### src/rtl/param_load_store_regfile_if.sv
// ----------------------------------------------------------------------------
// param_load_store_regfile_if
// Command/response bundle between the control unit and the register file.
//   master (control unit) drives : set, start, op, sel, d, shamt
//   slave  (register file) drives: q, busy, done, zero, carry
// ----------------------------------------------------------------------------
interface param_load_store_regfile_if #(
    parameter int WIDTH = 8,
    parameter int SEL_W = 2,
    parameter int SH_W  = 4
) ();
    logic             set;
    logic             start;
    logic [2:0]       op;
    logic [SEL_W-1:0] sel;
    logic [WIDTH-1:0] d;
    logic [SH_W-1:0]  shamt;
    logic [WIDTH-1:0] q;
    logic             busy;
    logic             done;
    logic             zero;
    logic             carry;

    modport master (
        output set, start, op, sel, d, shamt,
        input  q, busy, done, zero, carry
    );

    modport slave (
        input  set, start, op, sel, d, shamt,
        output q, busy, done, zero, carry
    );
endinterface

### src/rtl/param_load_store_regfile.sv
// ----------------------------------------------------------------------------
// param_load_store_regfile
// NUM_REGS x WIDTH register file for the accumulator datapath. Executes
// LOAD/STORE/ADD/SUB/INC in one cycle and logical shifts one bit per cycle,
// reporting zero/carry flags and a start/busy/done handshake.
// Ports:
//   clock  rising-edge clock
//   reset  asynchronous active-high reset, clears every register and flag
//   bus    command/response interface (slave side):
//          set/start/op/sel/d/shamt in, q/busy/done/zero/carry out
// WIDTH is expected to be at least 2.
// ----------------------------------------------------------------------------
module param_load_store_regfile #(
    parameter int WIDTH    = 8,
    parameter int NUM_REGS = 4,
    parameter int SEL_W    = 2,
    parameter int SH_W     = 4
) (
    input logic                        clock,
    input logic                        reset,
    param_load_store_regfile_if.slave  bus
);

    localparam int CNT_W = $clog2(WIDTH + 1);

    localparam logic [0:0] ST_IDLE  = 1'b0;
    localparam logic [0:0] ST_SHIFT = 1'b1;

    localparam logic [2:0] OP_NOP   = 3'b000;
    localparam logic [2:0] OP_LOAD  = 3'b001;
    localparam logic [2:0] OP_STORE = 3'b010;
    localparam logic [2:0] OP_ADD   = 3'b011;
    localparam logic [2:0] OP_SUB   = 3'b100;
    localparam logic [2:0] OP_INC   = 3'b101;
    localparam logic [2:0] OP_SHL   = 3'b110;
    localparam logic [2:0] OP_SHR   = 3'b111;

    logic [0:0]       state_q, state_d;
    logic [WIDTH-1:0] regs_q [NUM_REGS];
    logic [WIDTH-1:0] regs_d [NUM_REGS];
    logic [WIDTH-1:0] q_q, q_d;
    logic             done_q, done_d;
    logic             zero_q, zero_d;
    logic             carry_q, carry_d;
    logic [CNT_W-1:0] count_q, count_d;
    logic [SEL_W-1:0] sh_sel_q, sh_sel_d;
    logic             sh_left_q, sh_left_d;

    logic             sel_ok;
    logic [WIDTH-1:0] cmd_rd;
    logic [WIDTH-1:0] sh_rd;
    logic [CNT_W-1:0] shamt_cl;
    logic [WIDTH:0]   sum_ext;
    logic [WIDTH:0]   diff_ext;
    logic [WIDTH:0]   inc_ext;

    logic             wr_en;
    logic [SEL_W-1:0] wr_idx;
    logic [WIDTH-1:0] wr_data;

    // Read ports: one for the incoming command, one for the shift in flight.
    // Indices beyond NUM_REGS read as zero and are never written.
    always_comb begin
        cmd_rd = '0;
        sh_rd  = '0;
        for (int i = 0; i < NUM_REGS; i++) begin
            if (SEL_W'(i) == bus.sel)  cmd_rd = regs_q[i];
            if (SEL_W'(i) == sh_sel_q) sh_rd  = regs_q[i];
        end
    end

    always_comb begin
        sel_ok = (int'(bus.sel) < NUM_REGS);
        // Shifting by more than WIDTH gives the same result as WIDTH.
        if (int'(bus.shamt) > WIDTH) begin
            shamt_cl = CNT_W'(WIDTH);
        end else begin
            shamt_cl = CNT_W'(bus.shamt);
        end
        sum_ext  = {1'b0, cmd_rd} + {1'b0, bus.d};
        // Bit WIDTH of the extended difference is the borrow (d > reg).
        diff_ext = {1'b0, cmd_rd} - {1'b0, bus.d};
        inc_ext  = {1'b0, cmd_rd} + (WIDTH + 1)'(1);
    end

    always_comb begin
        state_d   = state_q;
        q_d       = q_q;
        done_d    = 1'b0;
        zero_d    = zero_q;
        carry_d   = carry_q;
        count_d   = count_q;
        sh_sel_d  = sh_sel_q;
        sh_left_d = sh_left_q;
        wr_en     = 1'b0;
        wr_idx    = bus.sel;
        wr_data   = '0;

        case (state_q)
            ST_IDLE: begin
                if (bus.set) begin
                    // set wins over start and touches neither flags nor done.
                    wr_en   = sel_ok;
                    wr_data = '1;
                end else if (bus.start) begin
                    done_d = 1'b1;
                    if (sel_ok) begin
                        case (bus.op)
                            OP_LOAD: begin
                                wr_en   = 1'b1;
                                wr_data = bus.d;
                                zero_d  = (bus.d == '0);
                            end
                            OP_STORE: begin
                                q_d = cmd_rd;
                            end
                            OP_ADD: begin
                                wr_en   = 1'b1;
                                wr_data = sum_ext[WIDTH-1:0];
                                carry_d = sum_ext[WIDTH];
                                zero_d  = (sum_ext[WIDTH-1:0] == '0);
                            end
                            OP_SUB: begin
                                wr_en   = 1'b1;
                                wr_data = diff_ext[WIDTH-1:0];
                                carry_d = diff_ext[WIDTH];
                                zero_d  = (diff_ext[WIDTH-1:0] == '0);
                            end
                            OP_INC: begin
                                wr_en   = 1'b1;
                                wr_data = inc_ext[WIDTH-1:0];
                                carry_d = inc_ext[WIDTH];
                                zero_d  = (inc_ext[WIDTH-1:0] == '0);
                            end
                            OP_SHL, OP_SHR: begin
                                if (shamt_cl == '0) begin
                                    // Zero-length shift completes like a single-cycle op.
                                    carry_d = 1'b0;
                                    zero_d  = (cmd_rd == '0);
                                end else begin
                                    done_d    = 1'b0;
                                    state_d   = ST_SHIFT;
                                    count_d   = shamt_cl;
                                    sh_sel_d  = bus.sel;
                                    sh_left_d = (bus.op == OP_SHL);
                                end
                            end
                            default: ; // OP_NOP
                        endcase
                    end
                end
            end
            default: begin
                // ST_SHIFT: one bit per cycle; all bus inputs are ignored here.
                wr_en  = 1'b1;
                wr_idx = sh_sel_q;
                if (sh_left_q) begin
                    wr_data = sh_rd << 1;
                    carry_d = sh_rd[WIDTH-1];
                end else begin
                    wr_data = sh_rd >> 1;
                    carry_d = sh_rd[0];
                end
                zero_d  = (wr_data == '0);
                count_d = count_q - CNT_W'(1);
                if (count_q == CNT_W'(1)) begin
                    state_d = ST_IDLE;
                    done_d  = 1'b1;
                end
            end
        endcase
    end

    always_comb begin
        regs_d = regs_q;
        for (int i = 0; i < NUM_REGS; i++) begin
            if (wr_en && (SEL_W'(i) == wr_idx)) regs_d[i] = wr_data;
        end
    end

    always_ff @(posedge clock or posedge reset) begin
        if (reset) begin
            state_q   <= ST_IDLE;
            for (int i = 0; i < NUM_REGS; i++) regs_q[i] <= '0;
            q_q       <= '0;
            done_q    <= 1'b0;
            zero_q    <= 1'b0;
            carry_q   <= 1'b0;
            count_q   <= '0;
            sh_sel_q  <= '0;
            sh_left_q <= 1'b0;
        end else begin
            state_q   <= state_d;
            regs_q    <= regs_d;
            q_q       <= q_d;
            done_q    <= done_d;
            zero_q    <= zero_d;
            carry_q   <= carry_d;
            count_q   <= count_d;
            sh_sel_q  <= sh_sel_d;
            sh_left_q <= sh_left_d;
        end
    end

    assign bus.q     = q_q;
    assign bus.busy  = (state_q == ST_SHIFT);
    assign bus.done  = done_q;
    assign bus.zero  = zero_q;
    assign bus.carry = carry_q;

endmodule
### src/flat_wrapper.sv
// flat-port wrapper written by rule: the top's interface ports become plain ports
module param_load_store_regfile_flat 
#(
    parameter int WIDTH    = 8,
    parameter int NUM_REGS = 4,
    parameter int SEL_W    = 2,
    parameter int SH_W     = 4
)
  (clock, reset, bus_set, bus_start, bus_op, bus_sel, bus_d, bus_shamt, bus_q, bus_busy, bus_done, bus_zero, bus_carry);
  param_load_store_regfile_if #(.WIDTH(WIDTH), .SEL_W(SEL_W), .SH_W(SH_W)) bus_i ();
  input logic clock;
  input logic reset;
  input wire logic [$bits(bus_i.set)-1:0] bus_set;
  input wire logic [$bits(bus_i.start)-1:0] bus_start;
  input wire logic [$bits(bus_i.op)-1:0] bus_op;
  input wire logic [$bits(bus_i.sel)-1:0] bus_sel;
  input wire logic [$bits(bus_i.d)-1:0] bus_d;
  input wire logic [$bits(bus_i.shamt)-1:0] bus_shamt;
  output wire logic [$bits(bus_i.q)-1:0] bus_q;
  output wire logic [$bits(bus_i.busy)-1:0] bus_busy;
  output wire logic [$bits(bus_i.done)-1:0] bus_done;
  output wire logic [$bits(bus_i.zero)-1:0] bus_zero;
  output wire logic [$bits(bus_i.carry)-1:0] bus_carry;
  assign bus_i.set = bus_set;
  assign bus_i.start = bus_start;
  assign bus_i.op = bus_op;
  assign bus_i.sel = bus_sel;
  assign bus_i.d = bus_d;
  assign bus_i.shamt = bus_shamt;
  assign bus_q = bus_i.q;
  assign bus_busy = bus_i.busy;
  assign bus_done = bus_i.done;
  assign bus_zero = bus_i.zero;
  assign bus_carry = bus_i.carry;
  param_load_store_regfile #(.WIDTH(WIDTH), .NUM_REGS(NUM_REGS), .SEL_W(SEL_W), .SH_W(SH_W)) u_core (.clock(clock), .reset(reset), .bus(bus_i));
endmodule
### config.mk
export PLATFORM = sky130hd
export DESIGN_NAME = param_load_store_regfile_flat
export DESIGN_NICKNAME = d
export VERILOG_FILES = /design/src/rtl/param_load_store_regfile_if.sv /design/src/rtl/param_load_store_regfile.sv /design/src/flat_wrapper.sv
export SDC_FILE = /design/constraint.sdc
export NUM_CORES = 1
export LEC_CHECK = 0
export CORE_MARGIN = 2
export CORE_UTILIZATION = 50
export DETAILED_ROUTE_END_ITERATION = 12
export GPL_TIMING_DRIVEN = 0
export PLACE_DENSITY = 0.73
export SYNTH_ARGS = -nofsm -noshare
export SYNTH_HDL_FRONTEND = slang
export SYNTH_SLANG_ARGS = --single-unit
export TNS_END_PERCENT = 30
### constraint.sdc
create_clock -name clock -period 7.75 [get_ports clock]
set_input_delay 1.1625 -clock clock [delete_from_list [all_inputs] [get_ports clock]]
set_output_delay 1.1625 -clock clock [all_outputs]
set_load 0.1 [all_outputs]
=== Word-level counts from Yosys, hierarchy flattened ===
Index checks and enable logic that the tools add are counted.

* Add/sub/neg operators: 4
* $mul: 0
* Div/mod/pow operators: 0
* $lt $le $gt $ge: 1
* Eq/ne operators: 20
* Shift operators: 0
* Muxes and demuxes: 48
* Bitwise gates (word level): 3
* Reduce and logical (&&, ||, !) cells: 25

{| class="wikitable"
|+ Operators with widths
! cell !! number
|-
| two-way mux 8 bit || 13
|-
| zero test 8 bit || 6
|-
| one-hot mux 8 bit (4 select lines) || 1
|-
| two-way mux 1 bit || 25
|-
| two-way mux 4 bit || 6
|-
| AND reduction 4 bit || 4
|-
| == test 2 bit, first input constant || 6
|-
| == test 3 bit, second input constant || 4
|-
| adder 8 x 1 -> 9 bit, second input constant || 1
|-
| adder 8 x 8 -> 9 bit || 1
|-
| subtractor 8 x 8 -> 9 bit || 1
|-
| == test 1 x 2 -> 1 bit, first input constant || 3
|-
| == test 3 x 2 -> 1 bit, second input constant || 2
|-
| zero test 2 bit || 3
|-
| nonzero test 6 bit || 1
|-
| one-hot mux 1 bit (5 select lines) || 1
|-
| AND reduction 5 bit || 1
|-
| nonzero test 5 bit || 1
|-
| == test 4 x 1 -> 1 bit, second input constant || 1
|-
| > comparator 4 bit, second input constant || 1
|-
| logical AND 1 bit || 4
|-
| zero test 4 bit || 1
|-
| inequality test 2 x 1 -> 1 bit, second input constant || 2
|-
| one-hot mux 1 bit (4 select lines) || 1
|-
| other kinds (8) || 11
|}

* Bits in registers: 51
* Bits in latches: 0
* RAM bits: 0
* Memory bits (read-only): 0
* Bits of input ports: 21
* Memories: 0

=== Depth between registers and ports, before layout ===
Gate-level depths: netlist of run 1.

* Depth in word-level cells: 11
* Mapped depth: 12
* Mapped depth without buffers: 11

=== Least setup slack after synthesis of run 1 ===
OpenSTA, ideal clock, no wires.

* Path kind: input to register
* From: input port bus_sel[0]
* To: register u_core.regs_q[15] (netlist bit)
* Data arrival time: 3.618 ns
* Data required time: 7.618 ns
* Slack: 4.000 ns
* Cell stages on the path: 9
* Buffers on the path: 1
* Cell sequence: buf_6 > mux4_1 > ha_1 > or4_1 > o211ai_1 > o31ai_1 > a221o_1 > a221oi_2 > o21ai_1

* Longest elaborated chain between the ends: 10
* Elaborated cells between the ends (all ways): 18
* Classes of those cells: add/sub: 3; eq/ne: 4; mux: 9; reduce/logical: 2

{| class="wikitable"
|+ RTL lines
! what !! line !! text
|-
| start: declaration || flat_wrapper.sv:16 || <nowiki>input wire logic [$bits(bus_i.sel)-1:0] bus_sel;</nowiki>
|-
| zero test 2 bit || param_load_store_regfile.sv:67 || <nowiki>if (SEL_W'(i) == bus.sel) cmd_rd = regs_q[i];</nowiki>
|-
| two-way mux 8 bit (3 in a row) || param_load_store_regfile.sv:67 ||
|-
| two-way mux 8 bit (*) || param_load_store_regfile.sv:67 ||
|-
| named net u_core.cmd_rd[6] || param_load_store_regfile.sv:50 || <nowiki>logic [WIDTH-1:0] cmd_rd;</nowiki>
|-
| adder 8 x 1 -> 9 bit (tied with other cells) || param_load_store_regfile.sv:83 || <nowiki>inc_ext = {1'b0, cmd_rd} + (WIDTH + 1)'(1);</nowiki>
|-
| one-hot mux 8 bit (4 select lines) (*) || param_load_store_regfile.sv:108 || <nowiki>case (bus.op)</nowiki>
|-
| two-way mux 8 bit (*) || param_load_store_regfile.sv:105 || <nowiki>end else if (bus.start) begin</nowiki>
|-
| two-way mux 8 bit (*) || param_load_store_regfile.sv:101 || <nowiki>if (bus.set) begin</nowiki>
|-
| two-way mux 8 bit (*) || param_load_store_regfile.sv:99 || <nowiki>case (state_q)</nowiki>
|-
| end signal: assignment || param_load_store_regfile.sv:194 || <nowiki>regs_q <= regs_d;</nowiki>
|-
| end: declaration || param_load_store_regfile.sv:39 || <nowiki>logic [WIDTH-1:0] regs_q [NUM_REGS];</nowiki>
|}

Mark *: on every way through the listed nets, which the timed path passes. The rest lies on a longest branch.
A chain may end at the register's enable or synchronous reset.

=== Worst setup path after layout of run 1 ===
* From: input port bus_sel[0]
* To: register u_core.regs_q[14] (netlist bit)

Same word-level chain as after synthesis.

==> flow_metrics.py, run 1 <==
metrics = {
    "run_status": {
        "outcome": "finished clean",
    },
    "placement": {
        "gp_congestion": 0.905,
        "post-place-ws_ns": 2.80,
        "port_buffers": 32,
        "hpwl_um": 8820,
        "dp_cells": 595,
        "place_area_um2": 4550,
    },
    "global_route": {
        "grt_max_degree": 38,
        "grt_pass1_wl_um": 18300,
        "antenna_found_initial": 0,
        "grt_pass1_vias": 3594,
        "grt_use_total": 0.266,
        "grt-ovfl-total": 0,
    },
    "timing": {
        "setup_viol": 0,
        "finalHoldViolCount": 0,
        "period_minus_slack_ns": 4.75,
        "finalClockSkew_ns": 0.0101,
        "tightest_slew_ns": 0.975,
        "rsz0062_at_grt": "false",
        "max_freq_ghz": 0.211,
        "drv_slew": 0,
        "finalCritPeriodShare": 0.613,
        "finalSetupTns_ns": 0,
        "setup_ws_ns": 3.00,
        "max_slew_margin": 0.348,
    },
    "cts": {
        "cts.clk_slew.worst_paths_ns": 0.10,
        "h-tree-depth": 2,
        "cts_tree": "done",
        "cts_inserted_buffers": 5,
        "cts_hold_buf": 0,
        "clock_sink_count": 51,
        "clock_latency_ns": 0.31,
        "cts_resized": 0,
        "clock_path_buffers": 2,
        "cts-root-buf": "clkbuf_8",
        "postCtsSetupBuffers": 0,
    },
    "cells_and_area": {
        "fin_cells": 603,
        "drive_gt1_frac": 0.116,
        "syn_to_final_growth_pct": 13.9,
        "nNetsFinal": 544,
        "finalInstanceArea_um2": 4650,
        "regArea_um2": 1280,
        "multi_input_area_um2": 2580,
        "nFillCells": 692,
        "num_antenna_cells": 0,
    },
    "yosys": {
        "syn_area_um2": 4080,
        "synth_edf_count": 0,
        "synthFlopType": "dfrtp_1",
        "synthCells": 460,
        "synth_cell_type_count": 61,
        "syn_nets": 504,
        "ys_ff_latch": 51,
        "yosysWarningCount": 0,
        "async_flop_share": 1.00,
        "synth.avg_cell_area_um2": 8.88,
        "ys_seq_area_frac": 0.313,
    },
    "setup_path": {
        "crit_chain": "clkdlybuf4s50_1 > mux4_1 > ha_1 > clkbuf_1 > inv_1 > o311ai_0 > nor2_1 > o311ai_2 > o21ai_0",
        "r2r_cells": 8,
        "end_kind": "flip-flop",
        "crit_path_max_incr_delay_ns": 0.81,
        "start_kind": "input port",
        "critPathKind": "input port to flip-flop",
        "crit_fanout": 8,
        "arrival_ns": 4.93,
        "crit_slowest_cell": "o311ai_0",
        "required_ns": 7.93,
    },
    "drt": {
        "vias_per_cell": 6.26,
        "first_iter_violations": 274,
        "wl_um": 11400,
        "first_pass_iters": 5,
        "drc": 0,
        "drtAntennaViolNets": 0,
        "avgRoutedWirePerCell_um": 18.8,
        "vias": 3773,
    },
    "floorplanning": {
        "die_x_um": 94.4,
        "dieArea_um2": 8900,
        "coreArea_um2": 7810,
        "num_rows": 32,
        "ios": 33,
        "fp.dieH_um": 94.4,
        "initial_utilization": 0.523,
    },
    "job": {
        "drv_cap": 0,
    },
    "pwr": {
        "total_power_uw": 2070,
        "p_leak_uw": 0.00194,
        "ir_worst_vdd_v": 0.000211,
        "power_density_nw_per_um2": 445,
    },
    "min_path": {
        "holdPathStages": 2,
        "worstHoldPathType": "flip-flop to flip-flop",
    },
}
## cell type report
cell class,count,area share
plain buffers,27,0.0285
flip-flops and latches,51,0.274
multi-input cells,356,0.554
repair buffers,33,0.0732
clock inverters,2,0.00350
well taps,102,0.0274
inverters,26,0.0210
clock buffers,6,0.0178
## cells in the mapped netlist (all sizes together) (8+ instances only)
master | n | area share
buf | 10 | 0.017
nor2b | 8 | 0.012
clkbuf | 17 | 0.016
o21ai | 44 | 0.054
nor2 | 33 | 0.030
mux4 | 15 | 0.087
a21oi | 22 | 0.030
nand2b | 9 | 0.014
ha | 21 | 0.064
nor3 | 11 | 0.015
nand2 | 63 | 0.058
xnor2 | 11 | 0.024
inv | 26 | 0.024
nand3 | 16 | 0.021
mux2 | 17 | 0.047
dfrtp | 51 | 0.31
## critical path, delay by kind of cell
family	cells	cell delay, ns
adder cells (fa/ha/maj)	1	0.36
AO/OA/AOI/OAI	3	1.41
AND/OR/NAND/NOR	1	0.14
multiplexers	1	0.79
buffers and inverters	3	1.06
## cells in the final DEF, fill, tap and decap left out, types with 10 or more instances in the layout
| master | netlist | layout |
|---|---|---|
| mux4_2 | 10 | 10 |
| nor3_1 | 10 | 10 |
| nand3_1 | 15 | 15 |
| ha_1 | 21 | 21 |
| dfrtp_1 | 51 | 51 |
| xnor2_1 | 11 | 11 |
| clkbuf_1 | 17 | 17 |
| clkdlybuf4s50_1 | 0 | 32 |
| mux2_2 | 17 | 17 |
| o21ai_0 | 40 | 40 |
| a21oi_1 | 21 | 21 |
| inv_1 | 26 | 25 |
| nand2_1 | 63 | 63 |
| nor2_1 | 33 | 33 |
## registers in the layout, indices dropped and copies added (netlist names)
register and cells:
u_core.bus.busy 1, u_core.bus.carry 1, u_core.bus.done 1, u_core.bus.q 8
u_core.bus.zero 1, u_core.count_q 4, u_core.regs_q 32, u_core.sh_left_q 1
u_core.sh_sel_q 2
## path summary, 6_finish.rpt
kind / start / to / slack (ns)
worst min-delay path: u_core.bus.q[0] / u_core.bus.q[0] / 0.49
worst min register to register: u_core.bus.q[0] / u_core.bus.q[0] / 0.49
max in group asynchronous: reset / u_core.count_q[1] / 6.11
worst max register to register: u_core.regs_q[21] / u_core.regs_q[14] / 4.10
worst max-delay path: bus_sel[0] / u_core.regs_q[14] / 3.00
min in group asynchronous: reset / u_core.regs_q[19] / 1.13
## metal layers
| metal | global-route usage | routed length [µm] | vias up | part of all wire |
|---|---|---|---|---|
| li1 | - | - | 1756 | - |
| met1 | 0.356 | 4850 | 1788 | 0.43 |
| met2 | 0.443 | 5380 | 190 | 0.47 |
| met3 | 0.0375 | 802 | 39 | 0.071 |
| met4 | 0.0930 | 335 | 0 | 0.029 |
| met5 | 0 | 0 | - | 0 |
## cell families after synthesis
logic type | count (synthesis) | share of synthesized area
DFF | 51 | 0.313
adders and majority gates | 23 | 0.0742
buffers and inverters | 53 | 0.0564
muxes | 34 | 0.139
and+or+nand+nor | 169 | 0.200
AOI/OAI and AO/OA | 115 | 0.186
xor gates and xnor gates | 15 | 0.0322
## report_power, final
part	leakage [µW]	switching [µW]	internal, µW
Sequential	0.000638	99.2	394
Clock	0.0000474	91.7	73.1
Combinational	0.00125	897	514
Total	0.00194	1090	981
## through the flow
step | utilization | hold slack [ns]
finish | 0.596 | 0.490
global route | 0.596 | 0.523
CTS | 0.596 | 0.496
detailed placement | 0.583 | 0.476
global placement | 0.580 | 0.466
floorplan | - | 0.458
(Power assumes the default switching activity.)
==> run 2: changes to the inputs <==
--- a/config.mk
+++ b/config.mk
@@ -9,7 +9,7 @@
 export CORE_UTILIZATION = 50
 export DETAILED_ROUTE_END_ITERATION = 12
 export GPL_TIMING_DRIVEN = 0
-export PLACE_DENSITY = 0.73
+export PLACE_DENSITY = 0.76
 export SYNTH_ARGS = -nofsm -noshare
 export SYNTH_HDL_FRONTEND = slang
 export SYNTH_SLANG_ARGS = --single-unit
==> constraint.sdc (replaced) <==
create_clock -name clock -period 3.8 [get_ports clock]
set_input_delay 0.57 -clock clock [delete_from_list [all_inputs] [get_ports clock]]
set_output_delay 0.57 -clock clock [all_outputs]
set_load 0.1 [all_outputs]
==> flow_metrics.py, run 2 (synthesis gave the netlist of run 1 again) <==
metrics = {
    "run_status": {
        "outcome": "finished clean",
    },
    "setup_path": {
        "rr_endpoint": "u_core.bus.zero",
        "r2r-start": "u_core.regs_q[10]",
        "critPathLaunch": "bus_sel[1]",
        "arrival_ns": 3.73,
        "start_kind": "input port",
        "critPathKind": "input port to flip-flop",
        "end_kind": "flip-flop",
        "r2r_cells": 10,
        "required_ns": 4.03,
        "crit_fanout": 9,
        "reg2reg_slack_ns": 0.39,
    },
    "pwr": {
        "total_power_uw": 4380,
        "p_leak_uw": 0.00196,
        "ir_worst_vdd_v": 0.000432,
        "power_density_nw_per_um2": 929,
    },
    "placement": {
        "port_buffers": 32,
        "post-place-ws_ns": -0.489,
        "gp_congestion": 0.932,
        "dp_cells": 595,
        "hpwl_um": 8840,
    },
    "floorplanning": {
        "coreArea_um2": 7810,
        "fp.dieH_um": 94.4,
        "die_x_um": 94.4,
        "ios": 33,
        "num_rows": 32,
        "dieArea_um2": 8900,
        "initial_utilization": 0.523,
    },
    "global_route": {
        "grt_pass1_wl_um": 18400,
        "grt-ovfl-total": 0,
        "grt_use_total": 0.268,
        "antenna_found_initial": 0,
        "grt_max_degree": 38,
        "grt_pass1_vias": 3648,
    },
    "timing": {
        "drv_slew": 0,
        "max_slew_margin": 0.340,
        "setup_ws_ns": 0.302,
        "finalClockSkew_ns": 0.00482,
        "max_freq_ghz": 0.286,
        "rsz0062_at_grt": "false",
        "period_minus_slack_ns": 3.50,
        "finalHoldViolCount": 0,
        "setup_viol": 0,
        "tightest_slew_ns": 0.988,
        "finalCritPeriodShare": 0.920,
        "finalSetupTns_ns": 0,
        "fin_hold_ws_ns": 0.484,
    },
    "cells_and_area": {
        "final_common_cell": "nand2_1",
        "top_register": "u_core.regs_q",
        "fin_cells": 603,
        "drive_gt1_frac": 0.128,
        "num_antenna_cells": 0,
        "largest_register_ffs": 32,
        "syn_to_final_growth_pct": 15.5,
        "final_cell_mix": "nand2_1, dfrtp_1, o21ai_0",
        "nNetsFinal": 544,
    },
    "drt": {
        "avgRoutedWirePerCell_um": 18.9,
        "wl_um": 11400,
        "first_iter_violations": 251,
        "first_pass_iters": 5,
        "vias_per_cell": 6.18,
        "drtAntennaViolNets": 0,
        "vias": 3726,
        "drc": 0,
    },
    "min_path": {
        "whs_endpoint": "u_core.bus.q[1]",
        "worstHoldPathType": "flip-flop to flip-flop",
        "hp-start": "u_core.bus.q[1]",
        "holdPathStages": 2,
    },
    "cts": {
        "cts-root-buf": "clkbuf_8",
        "cts_inserted_buffers": 5,
        "cts.clk_slew.worst_paths_ns": 0.09,
        "h-tree-depth": 2,
        "clock_path_buffers": 2,
        "cts_tree": "done",
        "clock_sink_count": 51,
        "clock_latency_ns": 0.31,
    },
    "job": {
        "drv_cap": 0,
    },
}
-- run 2: cell count changes in the layout (fill, tap and decap cells not counted), sizes merged --
cell           change
bufinv             +2
clkinvlp           -1
clkinv             -1
clkdlybuf4s50      -2
clkbuf             -1
buf                +1
dlymetal6s2s       +2
-- run 2: final cells by class --
cell class,instances,area (µm²)
fill,713,3090
buffer,26,129
multi-input combinational,356,2600
timing repair buffer,34,353
inverter,26,97.6
clock inverter,2,60.1
tap,102,128
sequential,51,1280
clock buffer,6,72.6
-- run 2: where the power goes --
group	internal [µW]	switching, µW
Combinational	1080	1840
Clock	263	184
Sequential	803	209
Total	2140	2230
-- run 2: worst max-delay path by stage --
stage	to	slack, ns	depth (start not counted)
5_1_grt	u_core.regs_q[7]	0.25	10
4_1_cts	u_core.bus.zero	0.006	12
6_report	u_core.bus.zero	0.30	11
3_5_place_dp	u_core.regs_q[14]	-0.49	11
3_3_place_gp	u_core.regs_q[14]	-0.55	9
2_1_floorplan	u_core.regs_q[15]	0.64	9
-- run 2: routing by layer --
layer	GRT usage	vias to the layer above	wire length, µm
li1	-	1757	-
met1	0.357	1803	4870
met2	0.451	139	5520
met3	0.0367	27	687
met4	0.0918	0	319
met5	0	-	0
-- run 2: stage by stage --
step,utilization,area (µm²)
3_3_place_gp,0.580,4530
3_5_place_dp,0.583,4550
5_1_grt,0.604,4710
6_report,0.604,4710
2_1_floorplan,-,4080
4_1_cts,0.603,4710
-- run 2: worst max-delay path, cell delays in order --
cell and delay, ns:
dlymetal6s2s_1 0.18, mux4_1 0.62, buf_2 0.22, ha_1 0.28, buf_2 0.18, nor2b_1 0.16
o21ai_0 0.25, a21oi_1 0.14, or4_1 0.50, or4_1 0.45, a31oi_1 0.17
-- run 2: repair_timing --
item,in CTS,in global routing
setup buffers,0,1
cloned,0,0
gates resized for setup,8,4
endpoints found under the setup margin,12,13
pin swaps,0,1
hold endpoints to repair,0,0
hold buffers,0,0
